$ cat config.mk
export PLATFORM = sky130hd
export DESIGN_NAME = fe_to_perm
export DESIGN_NICKNAME = d
export VERILOG_FILES = /design/src/rtl/fe_pkg.sv /design/src/rtl/fe_pick_remove.sv /design/src/rtl/fe_to_perm.sv
export SDC_FILE = /design/constraint.sdc
export NUM_CORES = 1
export LEC_CHECK = 0
export CORE_MARGIN = 2
export CORE_UTILIZATION = 45
export DETAILED_ROUTE_END_ITERATION = 10
export PLACE_DENSITY = 0.77
export SETUP_SLACK_MARGIN = 0.02
export SYNTH_ARGS = -nofsm -noshare
export SYNTH_HDL_FRONTEND = slang
export SYNTH_SLANG_ARGS = --single-unit
$ cat constraint.sdc
create_clock -name CLK -period 3.03 [get_ports CLK]
set_input_delay 0.7575 -clock CLK [delete_from_list [all_inputs] [get_ports CLK]]
set_output_delay 0.7575 -clock CLK [all_outputs]
set_load 0.02 [all_outputs]
$ cat src/rtl/fe_pkg.sv
// Shared constants, state encoding and digit-clamp helper for the FE-to-permutation decoder.
package fe_pkg;

    localparam int unsigned N_ELEM   = 8;
    localparam int unsigned N_DIGITS = 7;
    localparam int unsigned RANK_MAX = 40319;

    localparam logic [23:0] PERM_ID_ZERO = 24'h053977;
    localparam logic [23:0] PERM_ID_MAX  = 24'hFAC688;

    typedef enum logic [1:0] {
        IDLE,
        RUN,
        DONE
    } fe_state_e;

    typedef logic [N_ELEM-1:0][2:0] elem_list_t;

    // Entry k-1 is the legal maximum of FE digit k.
    localparam logic [2:0] DIGIT_MAX [N_DIGITS] = '{3'd1, 3'd2, 3'd3, 3'd4, 3'd5, 3'd6, 3'd7};

    function automatic logic [2:0] clamp_digit(input logic [2:0] d, input logic [2:0] dmax);
        return (d > dmax) ? dmax : d;
    endfunction

endpackage

$ cat src/rtl/fe_pick_remove.sv
// Combinational pick-and-compact: returns list[index] and the list with that entry removed.
module fe_pick_remove
    import fe_pkg::*;
(
    input  logic [N_ELEM-1:0][2:0] list_i,
    input  logic [3:0]             len_i,
    input  logic [2:0]             index_i,
    output logic [2:0]             picked_o,
    output logic [N_ELEM-1:0][2:0] list_o
);

    always_comb begin
        picked_o = list_i[index_i];
        list_o   = '0;
        // Entries past the new length stay zero so the list never holds stale elements.
        for (int unsigned i = 0; i < N_ELEM - 1; i++) begin
            if (i + 1 < 32'(len_i)) begin
                if (i < 32'(index_i)) begin
                    list_o[3'(i)] = list_i[3'(i)];
                end else begin
                    list_o[3'(i)] = list_i[3'(i + 1)];
                end
            end
        end
    end

endmodule

$ cat src/rtl/fe_to_perm.sv
// Decodes 7 captured factorial-expansion digits (Lehmer code) into an 8-element permutation.
// Define FE2PERM_RANK_EN to include the Horner accumulator that drives rank; otherwise rank is 0.
module fe_to_perm
    import fe_pkg::*;
#(
    parameter int unsigned RANK_W     = 16,
    parameter logic [23:0] PERM_RESET = 24'h053977
) (
    input  logic              CLK,
    input  logic              RST,
    input  logic              start,
    input  logic              of1,
    input  logic [1:0]        of2,
    input  logic [1:0]        of3,
    input  logic [2:0]        of4,
    input  logic [2:0]        of5,
    input  logic [2:0]        of6,
    input  logic [2:0]        of7,
    output logic              busy,
    output logic              done,
    output logic [23:0]       perm,
    output logic [RANK_W-1:0] rank,
    output logic              digit_err
);

    fe_state_e                  state_q, state_d;
    logic [2:0]                 step_q, step_d;
    logic [N_DIGITS-1:0][2:0]   dig_q, dig_d;
    logic                       err_q, err_d;
    elem_list_t                 list_q, list_d;
    elem_list_t                 wperm_q, wperm_d;
    logic                       busy_q, busy_d;
    logic                       done_q, done_d;
    logic [23:0]                perm_q, perm_d;
    logic                       derr_q, derr_d;

    logic [N_DIGITS-1:0][2:0]   raw;
    logic [2:0]                 idx;
    logic [3:0]                 len;
    logic [2:0]                 picked;
    elem_list_t                 list_nx;

    assign raw = {of7, of6, of5, of4, {1'b0, of3}, {1'b0, of2}, {2'b00, of1}};
    assign len = 4'd8 - {1'b0, step_q};

    // Step j consumes digit d_(7-j); the final step uses the implicit d_0 = 0.
    always_comb begin
        idx = 3'd0;
        if (step_q != 3'd7) begin
            idx = dig_q[3'd6 - step_q];
        end
    end

    fe_pick_remove u_pick (
        .list_i  (list_q),
        .len_i   (len),
        .index_i (idx),
        .picked_o(picked),
        .list_o  (list_nx)
    );

    always_comb begin
        state_d = state_q;
        step_d  = step_q;
        dig_d   = dig_q;
        err_d   = err_q;
        list_d  = list_q;
        wperm_d = wperm_q;
        busy_d  = busy_q;
        done_d  = done_q;
        perm_d  = perm_q;
        derr_d  = derr_q;
        unique case (state_q)
            IDLE: begin
                if (start) begin
                    err_d = 1'b0;
                    for (int unsigned k = 0; k < N_DIGITS; k++) begin
                        dig_d[3'(k)] = clamp_digit(raw[3'(k)], DIGIT_MAX[k]);
                        if (raw[3'(k)] > DIGIT_MAX[k]) begin
                            err_d = 1'b1;
                        end
                    end
                    for (int unsigned i = 0; i < N_ELEM; i++) begin
                        list_d[3'(i)] = 3'(i);
                    end
                    step_d  = '0;
                    wperm_d = '0;
                    busy_d  = 1'b1;
                    state_d = RUN;
                end
            end
            RUN: begin
                list_d                  = list_nx;
                wperm_d[3'd7 - step_q]  = picked;
                step_d                  = step_q + 3'd1;
                if (step_q == 3'd7) begin
                    perm_d  = wperm_d;
                    derr_d  = err_q;
                    done_d  = 1'b1;
                    state_d = DONE;
                end
            end
            DONE: begin
                done_d  = 1'b0;
                busy_d  = 1'b0;
                state_d = IDLE;
            end
            default: state_d = IDLE;
        endcase
    end

    always_ff @(posedge CLK or posedge RST) begin
        if (RST) begin
            state_q <= IDLE;
            step_q  <= '0;
            dig_q   <= '0;
            err_q   <= 1'b0;
            list_q  <= '0;
            wperm_q <= '0;
            busy_q  <= 1'b0;
            done_q  <= 1'b0;
            perm_q  <= PERM_RESET;
            derr_q  <= 1'b0;
        end else begin
            state_q <= state_d;
            step_q  <= step_d;
            dig_q   <= dig_d;
            err_q   <= err_d;
            list_q  <= list_d;
            wperm_q <= wperm_d;
            busy_q  <= busy_d;
            done_q  <= done_d;
            perm_q  <= perm_d;
            derr_q  <= derr_d;
        end
    end

    assign busy      = busy_q;
    assign done      = done_q;
    assign perm      = perm_q;
    assign digit_err = derr_q;

`ifdef FE2PERM_RANK_EN
    logic [15:0]       acc_q, acc_d;
    logic [RANK_W-1:0] rank_q, rank_d;

    // acc starts at 0, so the uniform acc*(8-j)+d step yields d7 at j=0 and is a no-op at j=7.
    always_comb begin
        acc_d  = acc_q;
        rank_d = rank_q;
        if (state_q == IDLE && start) begin
            acc_d = '0;
        end else if (state_q == RUN) begin
            acc_d = 16'(acc_q * 16'(len)) + {13'd0, idx};
            if (step_q == 3'd7) begin
                rank_d = RANK_W'(acc_d);
            end
        end
    end

    always_ff @(posedge CLK or posedge RST) begin
        if (RST) begin
            acc_q  <= '0;
            rank_q <= '0;
        end else begin
            acc_q  <= acc_d;
            rank_q <= rank_d;
        end
    end

    assign rank = rank_q;
`else
    assign rank = '0;
`endif

endmodule

# After elaboration in Yosys (flattened, before gate mapping)

Cells that the tools add are included.

Output and inout port bits: 43
Register bits: 102
Bits of input ports: 20
Word-level logic and storage cells: 139

Add/sub/neg operators: 4
$lt $le $gt $ge: 25
Reductions and logical operators: 18
Multiplexer cells: 49
Equality and inequality tests: 13

Operator list:

| kind                | count |
|---|---|
| $pmux 24 s2         | 2 |
| $mux 3              | 23 |
| $mux 24             | 2 |
| $bwmux 24           | 1 |
| $ne 3x3->1 const B  | 8 |
| $reduce_and 3->1    | 7 |
| $bmux 3 s3          | 2 |
| $lt 3x4->1 const A  | 4 |
| $gt 3x3->1 const B  | 4 |
| $lt 3x4->1 const B  | 3 |
| $reduce_and 2->1    | 6 |
| $mux 1              | 10 |
| $demux 3 s3         | 1 |
| $lt 3x3->1 const A  | 3 |
| $lt 2x4->1 const A  | 2 |
| $mux 2              | 4 |
| $lt 1x3->1 const A  | 2 |
| $lt 2x3->1 const A  | 2 |
| $pmux 3 s2          | 1 |
| $reduce_bool 2->1   | 3 |
| $sub 3x3->3 const A | 2 |
| $gt 2x2->1 const B  | 2 |
| $lt 1x4->1 const A  | 1 |
| $ne 2x2->1 const B  | 2 |
| other kinds (11)    | 12 |

# Longest topological paths before layout

Depth after elaboration: 8
Gate-level depth with buffers: 13
Mapped depth without buffers: 8

# Hierarchy

A second synthesis with hierarchy kept.

Cell total of the unflattened synthesis: 512
Area total of the unflattened synthesis: 5,235.0 um2

Modules (own cells, without submodules):

| module         | cells each | instances | area each (um2) | sequential area each (um2) |
|---|---|---|---|---|
| fe_to_perm     | 432        | 1         | 4,616.9         | 2,467.4 |
| fe_pick_remove | 80         | 1         | 618.1           | 0.0 |

# Worst setup path after synthesis

OpenSTA, ideal clock, no wires.

Kind: register -> register
Start point: register step_q[1]
End point: register wperm_q[11] in the netlist's numbering
Stages on the path, launching flop included: 11
Data arrival time: 2,888 ps
Required time: 2,903 ps
Buffers on the path: 2
Period minus slack after synthesis: 3,015 ps
Setup slack: 15 ps
Setup time: 127 ps
Path through: dfrtp_1 inv_1 ha_1 buf_6 mux4_2 or2_4 nand3_4 mux2_2 a2111oi_2 buf_2 o21ai_0

Word-level cells in the longest chain between the ends: 8
Elaborated cells on any way between the ends: 15
Those cells by class: add/sub: 2; order compare: 2; eq/ne: 1; mux: 9; reduce/logical: 1

RTL lines:

| what                         | RTL line             | source |
|---|---|---|
| start: declaration           | fe_to_perm.sv:27     | `logic [2:0] step_q, step_d;` |
| start signal: assignment     | fe_to_perm.sv:126    | `step_q <= step_d;` |
| $sub 3x3->3                  | fe_to_perm.sv:50     | `idx = dig_q[3'd6 - step_q];` |
| $bmux 3 s3                   | fe_to_perm.sv:50     |  |
| $mux 3 (implied by the code) | fe_to_perm.sv:50     |  |
| $mux 3                       | fe_to_perm.sv:49     | `if (step_q != 3'd7) begin` |
| $bmux 3 s3                   | fe_pick_remove.sv:13 | `picked_o = list_i[index_i];` |
| $mux 3 (implied by the code) | fe_pick_remove.sv:13 |  |
| $bwmux 24 *                  | fe_to_perm.sv:94     | `wperm_d[3'd7 - step_q] = picked;` |
| $pmux 24 s2 *                | fe_to_perm.sv:73     | `unique case (state_q)` |
| end signal: assignment       | fe_to_perm.sv:130    | `wperm_q <= wperm_d;` |
| end: declaration             | fe_to_perm.sv:31     | `elem_list_t wperm_q, wperm_d;` |

Every way passes the cells marked *; elsewhere a longest branch is shown, timed or not. The select of a mux whose other input is x is not followed.
A chain may end at the register's enable or synchronous reset.

# Final worst setup path

Start point: register step_q[1]
End point: register wperm_q[20] in the netlist's numbering

The elaborated chain is that of the path after synthesis.

==> key figures <==
Routing
  • Detail-routed net length per standard cell: 16.3 um
  • Routed Wire Length: 10.9 mm
  • Count of TritonRoute iterations in the first routing pass: 5
  • DRC Markers: 0
  • Final ANT Viol Nets: 0
  • DR iter-0 viols: 233
  • Via Count: 3761
  • Vias per inst: 5.61

GRT
  • Vias in the first global route: 3749
  • Largest net degree at the start of global routing: 40
  • Number of antenna violations at the first check in global routing: 0
  • Wire length of the first global-routing pass: 18.4 mm
  • Total congestion overflow: 0
  • Total track usage: 20.6%

Logic synthesis
  • Netlist area before placement: 4650 um2
  • Proportion of synthesized chip area in sequential cells: 51.4%
  • Top cells by area in the synthesized netlist: dfrtp_1 45%, dfstp_2 6.8%, nand2_1 6.5%, o21ai_0 6.5%, mux2_2 3.6%
  • Count leader, synth: dfrtp_1
  • List of most frequent post-synthesis cells: 83 x dfrtp_1, 80 x nand2_1, 60 x o21ai_0
  • Yosys warning count: 0
  • Number of distinct standard cells referenced by the synthesized netlist: 50
  • Synthesis-stage register bit count: 95
  • Post-synthesis instance total: 471
  • Library cell occupying the most area in the post-synthesis netlist: dfrtp_1
  • Area fraction of the dominant cell type after synthesis: 44.6%
  • Average cell area after synthesis: 9.88 um2
  • Post-synthesis async set-or-reset flop share: 100%
  • Synth Flop Type: dfrtp_1
  • Post-synth EDFFs: 0

Critical path
  • Required time of the critical path: 3.27 ns
  • Critical setup path kind: reg2reg
  • Maximum fanout count along the critical path: 12
  • Longest individual stage delay on the worst path: 0.53 ns
  • Arrival @ worst endpoint: 3.12 ns
  • Cells traversed along the worst timing path: inv_2, ha_1, mux4_2, or2_4, nand3_4, mux2_2, a2111oi_4, buf_6, o21ai_0
  • Crit path buf inv count: 2
  • CP top delay family: multiplexers
  • Type of element launching the critical path: flop
  • Category of the worst setup path capture point: flop
  • Critical Path Slowest Stage Cell: mux4_2

Clock tree
  • H-tree levels: 3
  • Clock buffers created by TritonCTS: 9
  • Cell at the root of the clock tree: clkbuf_8
  • Clk sink count: 95
  • Count of hold-fix buffers inserted at cts: 0
  • Clock Tree Buf Depth: 2
  • Worst-path clk slew: 0.09 ns
  • Clk Latency, worst-skew pair: 0.36 ns
  • TritonCTS clock tree: done

STA
  • Final max-slew violation count: 0
  • Worst rel slew slack: 42.6%
  • Accumulated negative setup slack: 0 ns
  • Slew @ Worst Pin: 0.859 ns
  • Total setup violations reported at the end of the flow: 0
  • Worst setup skew after layout: 0.0114 ns
  • Final worst path period share: 95.2%
  • Maximum clock rate: 0.347 GHz
  • Hold slack: 0.468 ns
  • RSZ-0062 raised after global routing: true
  • Final critical-path required period: 2.88 ns
  • Final hold violation count: 0

Floorplan
  • Die area: 11200 um2
  • Core footprint: 10200 um2
  • Height of the die: 106 um
  • Horiz. Die Dim: 106 um
  • Initial core utilization: 45.7%
  • Core Rows: 37
  • Count of pins on the block boundary: 63

Power
  • Post-layout total power: 6.88 mW
  • Static leakage: 2.44 nW
  • Power density over the cells: 1230 nW/um2
  • Worst vdd ir: 579 uV

Final layout
  • Final nets: 554
  • Number of diodes: 0
  • Share of post-route cells with drive strength above 1: 18.2%
  • Number of filler instances in the final layout: 883
  • Area growth from synthesis to layout: 19.9%

Outcome
  • Outcome: finished clean

Placement
  • Placer's final routability congestion estimate: 0.953
  • DP HPWL: 7.87 mm
  • Buffers added on ports: 46

Worst hold path
  • Type of the most critical hold path: reg2reg

Flow run
  • # Max-Cap Violations: 0
[layout make-up]
cell class,instances,area (um2),area share [%]
clock buffers,10,138,2.47
clock inverters,6,68.8,1.23
inverters,15,60.1,1.08
multi-input cells,335,2060,36.9
flip-flops and latches,95,2390,42.9
well taps,136,170,3.05
repair buffers,73,692,12.4
[flip-flops by register name (all words and copies together) (netlist names)]
| name | flops |
|---|---|
| busy | 1 |
| dig_q | 17 |
| digit_err | 1 |
| done | 1 |
| err_q | 1 |
| list_q | 21 |
| perm | 24 |
| state_q | 2 |
| step_q | 3 |
| wperm_q | 24 |
[stage by stage]
| stage | setup slack [ns] | area (um2) | util (%) | std cells |
|---|---|---|---|---|
| after floorplan | 0.0484 | 4730 | - | 486 |
| after global placement | 0.192 | 5340 | 52.5 | 654 |
| after detailed placement | 0.120 | 5340 | 52.5 | 654 |
| after CTS | 0.106 | 5550 | 54.5 | 670 |
| after global routing | 0.0128 | 5580 | 54.8 | 670 |
| final | 0.147 | 5580 | 54.8 | 670 |
[logic make-up (layout without fill, tap and decap cells)]
group	after synthesis	count (layout)	synth area share, %
other	1	16	0.0806
buffers and inverters	56	104	6.37
AO/OA/AOI/OAI	148	148	20.8
AND/OR/NAND/NOR	141	141	13.4
XOR/XNOR	2	2	0.538
adder cells (fa/ha/maj)	5	5	1.34
flip-flops	95	95	51.4
multiplexers	23	23	6.00
[where the power goes]
group	internal [mW]	switching [mW]
clock network	0.409	0.464
registers	1.77	0.334
logic	1.60	2.30
total	3.78	3.10
[layer usage]
layer	GRT usage, %	up-vias	routed length [um]
met2	34.3	123	5350
met1	27.6	1844	4860
li1	-	1774	-
met5	0	-	0
met3	3.03	20	527
met4	6.95	0	184
[path summary, 6_finish.rpt]
path / start / endpoint / slack, ns / cells after the start
min reg2reg: perm[13]$_DFFE_PP1P_ / perm[13]$_DFFE_PP1P_ / 0.47 / 2
max: step_q[1]$_DFFE_PP0P_ / wperm_q[20]$_DFFE_PP0P_ / 0.15 / 9
max in group asynchronous: RST / perm[8]$_DFFE_PP1P_ / 1.58 / 3
min in group asynchronous: RST / wperm_q[22]$_DFFE_PP0P_ / 0.82 / 2
min: perm[13]$_DFFE_PP1P_ / perm[13]$_DFFE_PP1P_ / 0.47 / 2
max reg2reg: step_q[1]$_DFFE_PP0P_ / wperm_q[20]$_DFFE_PP0P_ / 0.15 / 9
[cells in the final DEF, fill, tap and decap left out, types with 13 or more instances in the layout]
cell type / instances
dfrtp_1: 83
nand2_1: 80
o21ai_0: 60
clkdlybuf4s50_1: 46
buf_4: 24
nor2_1: 21
a21oi_1: 16
conb_1: 16
mux2_2: 15
a22oi_1: 14
inv_1: 13
[worst reg2reg max path: cells and delay by family (launching register included)]
kind	cells	cell delay, ns
buffers and inverters	2	0.25
muxes	2	0.90
and+or+nand+nor	2	0.43
adders and majority gates	1	0.31
AOI/OAI and AO/OA	2	0.49
DFF	1	0.38
[repair_timing]
action                                  CTS  global route
gates resized for setup                   0             7
hold endpoints to repair                  0             0
buffers inserted                          0             0
endpoints found under the setup margin    0            26
No activity file was read; power rests on OpenSTA's default activity.
